`src/rtl/phy_types_pkg.sv`:
```
// Shared types for the PHY transmit path: encoder symbol classes and comma arbitration.
package phy_types_pkg;

  localparam int unsigned COMMA_SEL_W = 3;

  typedef enum logic [COMMA_SEL_W-1:0] {
    IDLE_SEL         = 3'd0,
    ACK_SEL          = 3'd1,
    GRTCRED0_SEL     = 3'd2,
    GRTCRED1_SEL     = 3'd3,
    START_PACKET_SEL = 3'd4,
    DATA_SEL         = 3'd5,
    END_PACKET_SEL   = 3'd6
  } comma_sel_t;

  // Fixed-priority comma choice; IDLE_SEL means no comma is pending.
  function automatic comma_sel_t pick_comma(input logic ack_nz,
                                            input logic gc0_nz,
                                            input logic gc1_nz);
    comma_sel_t sel;
    sel = IDLE_SEL;
    if (ack_nz)      sel = ACK_SEL;
    else if (gc0_nz) sel = GRTCRED0_SEL;
    else if (gc1_nz) sel = GRTCRED1_SEL;
    return sel;
  endfunction

endpackage

```
`src/rtl/sat_counter.sv`:
```
// Pending-request counter that saturates at all-ones and never underflows.
module sat_counter #(
  parameter int unsigned CNT_W = 3
) (
  input  logic             CLK,
  input  logic             nRST,
  input  logic             inc,
  input  logic             dec,
  output logic [CNT_W-1:0] count,
  output logic             full
);

  localparam logic [CNT_W-1:0] MAX = '1;

  logic [CNT_W-1:0] r_count;
  logic             r_full;
  logic [CNT_W-1:0] w_next;

  // A write and a launch in the same cycle cancel; a write into a full counter is dropped.
  always_comb begin
    w_next = r_count;
    if (inc && dec)                 w_next = r_count;
    else if (inc && r_count != MAX) w_next = r_count + CNT_W'(1);
    else if (dec && r_count != '0)  w_next = r_count - CNT_W'(1);
  end

  always_ff @(posedge CLK) begin
    if (!nRST) begin
      r_count <= '0;
      r_full  <= 1'b0;
    end else begin
      r_count <= w_next;
      r_full  <= (w_next == MAX);
    end
  end

  assign count = r_count;
  assign full  = r_full;

endmodule

```
`src/rtl/phy_tx_scheduler.sv`:
```
// Schedules comma symbols and packet flits onto the PHY encoder, letting commas
// cut in between flits of a packet.
module phy_tx_scheduler
  import phy_types_pkg::*;
#(
  parameter int unsigned CNT_W = 3
) (
  input  logic       CLK,
  input  logic       nRST,
  input  logic       ack_write,
  input  logic       grtcred0_write,
  input  logic       grtcred1_write,
  input  logic       data_write,
  input  logic       packet_done,
  input  logic       done,
  output comma_sel_t comma_sel,
  output logic       start,
  output logic       get_data,
  output logic       ack_cnt_full,
  output logic       grtcred0_full,
  output logic       grtcred1_full,
  output logic       send_data_cnt_full
);

  typedef enum logic [2:0] {
    ST_IDLE  = 3'd0,
    ST_COMMA = 3'd1,
    ST_SOP   = 3'd2,
    ST_DATA  = 3'd3,
    ST_EOP   = 3'd4
  } state_t;

  state_t     r_state;
  comma_sel_t r_comma_sel;
  logic       r_start;
  logic       r_pend;
  logic       r_resume;

  logic [CNT_W-1:0] w_ack_cnt;
  logic [CNT_W-1:0] w_gc0_cnt;
  logic [CNT_W-1:0] w_gc1_cnt;
  logic [CNT_W-1:0] w_pkt_cnt;
  logic             w_done_ok;
  logic             w_dec_ack;
  logic             w_dec_gc0;
  logic             w_dec_gc1;
  logic             w_dec_pkt;
  comma_sel_t       w_comma_pick;

  // done only counts once the symbol is actually on the wire.
  assign w_done_ok = done && !r_start && !r_pend && (r_state != ST_IDLE);

  // Commas retire in their launch cycle; a packet retires when its EOP completes.
  assign w_dec_ack = r_start && (r_comma_sel == ACK_SEL);
  assign w_dec_gc0 = r_start && (r_comma_sel == GRTCRED0_SEL);
  assign w_dec_gc1 = r_start && (r_comma_sel == GRTCRED1_SEL);
  assign w_dec_pkt = w_done_ok && (r_state == ST_EOP);

  assign w_comma_pick = pick_comma(w_ack_cnt != '0, w_gc0_cnt != '0, w_gc1_cnt != '0);

  sat_counter #(.CNT_W(CNT_W)) u_ack_cnt (
    .CLK(CLK), .nRST(nRST), .inc(ack_write), .dec(w_dec_ack),
    .count(w_ack_cnt), .full(ack_cnt_full)
  );

  sat_counter #(.CNT_W(CNT_W)) u_gc0_cnt (
    .CLK(CLK), .nRST(nRST), .inc(grtcred0_write), .dec(w_dec_gc0),
    .count(w_gc0_cnt), .full(grtcred0_full)
  );

  sat_counter #(.CNT_W(CNT_W)) u_gc1_cnt (
    .CLK(CLK), .nRST(nRST), .inc(grtcred1_write), .dec(w_dec_gc1),
    .count(w_gc1_cnt), .full(grtcred1_full)
  );

  sat_counter #(.CNT_W(CNT_W)) u_pkt_cnt (
    .CLK(CLK), .nRST(nRST), .inc(data_write), .dec(w_dec_pkt),
    .count(w_pkt_cnt), .full(send_data_cnt_full)
  );

  // r_pend delays the first launch after an IDLE pick by one cycle.
  always_ff @(posedge CLK) begin
    if (!nRST) begin
      r_state     <= ST_IDLE;
      r_comma_sel <= IDLE_SEL;
      r_start     <= 1'b0;
      r_pend      <= 1'b0;
      r_resume    <= 1'b0;
    end else begin
      r_start <= r_pend;
      r_pend  <= 1'b0;
      case (r_state)
        ST_IDLE: begin
          if (w_comma_pick != IDLE_SEL) begin
            r_comma_sel <= w_comma_pick;
            r_state     <= ST_COMMA;
            r_pend      <= 1'b1;
          end else if (w_pkt_cnt != '0) begin
            r_comma_sel <= START_PACKET_SEL;
            r_state     <= ST_SOP;
            r_pend      <= 1'b1;
          end
        end
        ST_COMMA: begin
          if (w_done_ok) begin
            if (r_resume) begin
              r_comma_sel <= DATA_SEL;
              r_state     <= ST_DATA;
              r_start     <= 1'b1;
              r_resume    <= 1'b0;
            end else begin
              r_comma_sel <= IDLE_SEL;
              r_state     <= ST_IDLE;
            end
          end
        end
        ST_SOP: begin
          if (w_done_ok) begin
            r_comma_sel <= DATA_SEL;
            r_state     <= ST_DATA;
            r_start     <= 1'b1;
          end
        end
        ST_DATA: begin
          if (w_done_ok) begin
            r_start <= 1'b1;
            if (packet_done) begin
              r_comma_sel <= END_PACKET_SEL;
              r_state     <= ST_EOP;
            end else if (w_comma_pick != IDLE_SEL) begin
              r_comma_sel <= w_comma_pick;
              r_state     <= ST_COMMA;
              r_resume    <= 1'b1;
            end
          end
        end
        ST_EOP: begin
          if (w_done_ok) begin
            r_comma_sel <= IDLE_SEL;
            r_state     <= ST_IDLE;
          end
        end
        default: begin
          r_comma_sel <= IDLE_SEL;
          r_state     <= ST_IDLE;
        end
      endcase
    end
  end

  // The flit pop coincides with the done that completes it, so it cannot be registered.
  assign get_data  = nRST && w_done_ok && (r_state == ST_DATA);
  assign comma_sel = r_comma_sel;
  assign start     = r_start;

endmodule
```
`config.mk`:
```
export PLATFORM = sky130hd
export DESIGN_NAME = phy_tx_scheduler
export DESIGN_NICKNAME = d
export VERILOG_FILES = /design/src/rtl/phy_types_pkg.sv /design/src/rtl/sat_counter.sv /design/src/rtl/phy_tx_scheduler.sv
export SDC_FILE = /design/constraint.sdc
export NUM_CORES = 1
export LEC_CHECK = 0
export CORE_MARGIN = 4
export CORE_UTILIZATION = 51
export DETAILED_ROUTE_END_ITERATION = 12
export PLACE_DENSITY = 0.76
export SLEW_MARGIN = 20
export SYNTH_ARGS = -nofsm -noshare
export SYNTH_HDL_FRONTEND = slang
export SYNTH_SLANG_ARGS = --single-unit
export TNS_END_PERCENT = 30
```
`constraint.sdc`:
```
create_clock -name CLK -period 1.6 [get_ports CLK]
set_input_delay 0.32 -clock CLK [delete_from_list [all_inputs] [get_ports CLK]]
set_output_delay 0.32 -clock CLK [all_outputs]
set_load 0.01 [all_outputs]
```
==> impl_metrics.toml <==
[status]
status = "finished, violations left"
violations = "negative setup slack"

[place]
dp_hpwl_um = 3360
dp.cells = 294
portBuffers = 16
gp_congestion = 0.920

[die]
num_rows = 20
initial_core_util_pct = 53.9
fp.dieArea_um2 = 4230
die_y_um = 65.0
core_area_um2 = 3080
io_pins = 17
die_w_um = 65.0

[finish]
layoutNonFillerInstCount = 308
final_util_pct = 83.2
fillers = 175
diodes = 0
synthToLayoutAreaGrowth_pct = 54.4
drive_above_1_share_pct = 44.3
layout.nets = 289

[synth]
synth_top_family_by_area = "simple AND/OR/NAND/NOR gates"
synthAdderAreaFrac_pct = 12.1
syn-cell-area_um2 = 1660
syn_inst = 196
synth_mux_area_share_pct = 1.81
synthSimpleGateAreaFrac_pct = 29.1
yosys-top-cells-area = "dfxtp_1 (30%), ha_1 (12%), inv_1 (3.4%)"
synth-main-ff-cell = "dfxtp_1"
synth_top_area_share_pct = 30.2
synth_xor_area_share_pct = 1.58
ys_ff_latch = 25
synth.avg_cell_area_um2 = 8.46
yosys_warnings = 0
syn_nets = 220
synth_seq_area_share_pct = 30.2
synth-edff-count = 0
yosysUniqueCellTypes = 52
yosysTopAreaCell = "dfxtp_1"
synthArstFlopShare_pct = 0
synth-compound-area-share_pct = 20.4

[power]
peakVddDrop_mv = 0.692
seq_power_share_pct = 31.4
power_mw = 2.82
power_leakage_nw = 1.11
pwr-share-comb_pct = 58.1
p_per_area_nw_per_um2 = 1100
p_switching_mw = 1.12
netSwitchingFraction_pct = 39.8
clock_power_share_pct = 10.4
internal_power_mw = 1.70

[flow_run]
drv_cap = 0

[timing]
fin_worst_skew_ns = 0.00996
worst_slew_pin_slew_ns = 0.377
fin_ws_ns = -0.323
whs_ns = 0.502
min_period_over_period_pct = 120
setup_tns_ns = -1.41
rsz0062_at_grt = "true"
max_freq_mhz = 520
slew_violations = 0
slew_headroom_pct = 74.2
setup_viol = 15
final.min_clock_period_ns = 1.92
hold_viol_final = 0

[grt]
grt_pass1_vias = 1807
grt_max_degree = 14
antenna_found_initial = 0
grt-ovfl-total = 0
grt_pass1_wl_um = 8200
track_usage_pct = 24.3

[worst_setup_path]
cp-start-kind = "flop"
path_cells = "buf_6 > nor3b_4 > nand3_2 > or4_4 > a32o_2 > nor4b_2"
crit_type = "flop to flop"
cp_slowest_cell = "or4_4"
cp.required_ns = 1.85
arrival_ns = 2.17
slowest_delay_ns = 0.49
critical_path.max_fanout = 3
cp-end-kind = "flop"

[routing]
first_iter_violations = 123
routed_wl_um = 5030
routed.top_layer = "met4"
drc = 0
first_pass_iters = 4
wl_met1_um = 2110
ant_nets = 0
post_drt_wl_per_cell_um = 16.3
met2WireLength_um = 2500
vias = 1815
route.met3.wl_um = 268
viasPerCell = 5.89

[clock_tree]
clkTransAtPathRegs_ns = 0.14
cts_tree = "built"
cts_hold_buf = 0
htreeDepth = 1
clockBufferDepth = 2
cts_made_buffers = 3
cts_root_buffer = "clkbuf_4"
clk_latency_ns = 0.33
cts_sinks = 25

[worst_hold_path]
hp-class = "flop to flop"
cell usage after synthesis (all sizes together) (3+ instances only):
master	n
xnor2	3
and3	3
nand3	8
and2	6
dfxtp	25
o21ai	10
clkbuf	4
nor3	6
ha	16
a31oi	4
nand2b	6
nor4b	4
nor2b	4
o31ai	4
nor2	12
nand2	15
a21oi	8
inv	15
mux2i	3
layer usage:
metal | track usage [%] | vias up
met3 | 3.99 | 16
met4 | 8.03 | 0
met5 | 0 | -
met1 | 29.0 | 869
li1 | - | 860
met2 | 43.9 | 70
worst paths after layout:
kind                            slack, ns                     startpoint  cells after the start                       endpoint
worst max register to register      -0.32               start$_SDFF_PN0_                      6      u_pkt_cnt.full$_SDFF_PN0_
worst max-delay path                -0.32               start$_SDFF_PN0_                      6      u_pkt_cnt.full$_SDFF_PN0_
worst min-delay path                 0.50  u_gc0_cnt.count[0]$_SDFF_PN0_                      2  u_gc0_cnt.count[0]$_SDFF_PN0_
worst min register to register       0.50  u_gc0_cnt.count[0]$_SDFF_PN0_                      2  u_gc0_cnt.count[0]$_SDFF_PN0_
power groups by stage:
stage | logic, mW | clock network [mW] | registers (mW)
4_1_cts | 1.54 | 0.299 | 0.866
6_report | 1.64 | 0.294 | 0.885
5_1_grt | 1.76 | 0.321 | 0.899
3_5_place_dp | 1.30 | 0 | 0.858
2_1_floorplan | 0.692 | 0 | 0.870
3_3_place_gp | 1.25 | 0 | 0.850
critical path: cells and delay by family (launching register included):
family                 cells  cell delay [ns]
AND/OR/NAND/NOR            4             1.05
buffers and inverters      1             0.12
flip-flops                 1             0.37
AO/OA/AOI/OAI              1             0.31
timing repair:
action | in CTS | in global routing
setup endpoints to repair | 23 | 26
setup buffers | 9 | 5
pin swaps | 16 | 21
resized for setup | 48 | 24
through the flow:
| step | area [um2] | worst slack, ns |
|---|---|---|
| floorplan | 1670 | -0.0385 |
| global placement | 2210 | -0.764 |
| detailed placement | 2210 | -0.874 |
| CTS | 2460 | -0.313 |
| global route | 2560 | -0.400 |
| finish | 2560 | -0.323 |
cell families (layout without fill, tap and decap cells):
family	count (synthesis)	count (layout)
xor+xnor	3	3
compound gates	48	48
mux	3	3
simple gates	80	80
fa+ha+maj	16	16
buf+inv	21	89
flops	25	25
area by class of cell:
cell class              count  area (um2)  share of cell area (%)
multi-input cells         150        1330                    52.0
repair buffers             70         577                    22.5
flip-flops and latches     25         515                    20.1
inverters                  15        56.3                    2.20
well taps                  44        55.1                    2.15
clock buffers               4        26.3                    1.03
layout by cell type (no fill, tap or decap), types with 3 or more instances in the layout:
cell / instances
buf_4: 52
dfxtp_1: 15
inv_1: 14
nand2_1: 14
clkdlybuf4s50_1: 10
nor2_1: 9
dfxtp_2: 9
o21ai_0: 8
ha_1: 8
ha_2: 7
nand2b_1: 6
nand3_1: 6
and2_1: 6
a21oi_1: 6
a31oi_1: 4
o31ai_1: 3
nor3_1: 3
nor2b_4: 3
mux2i_1: 3
clkbuf_4: 3
dlygate4sd2_1: 3
sequential cells by signal, indices dropped and copies added, names as in the netlist:
signal           flops
comma_sel            3
r_pend               1
r_resume             1
r_state              3
start                1
u_ack_cnt.count      3
u_ack_cnt.full       1
u_gc0_cnt.count      3
u_gc0_cnt.full       1
u_gc1_cnt.count      3
u_gc1_cnt.full       1
u_pkt_cnt.count      3
u_pkt_cnt.full       1
No activity file was read; power rests on OpenSTA's default activity.
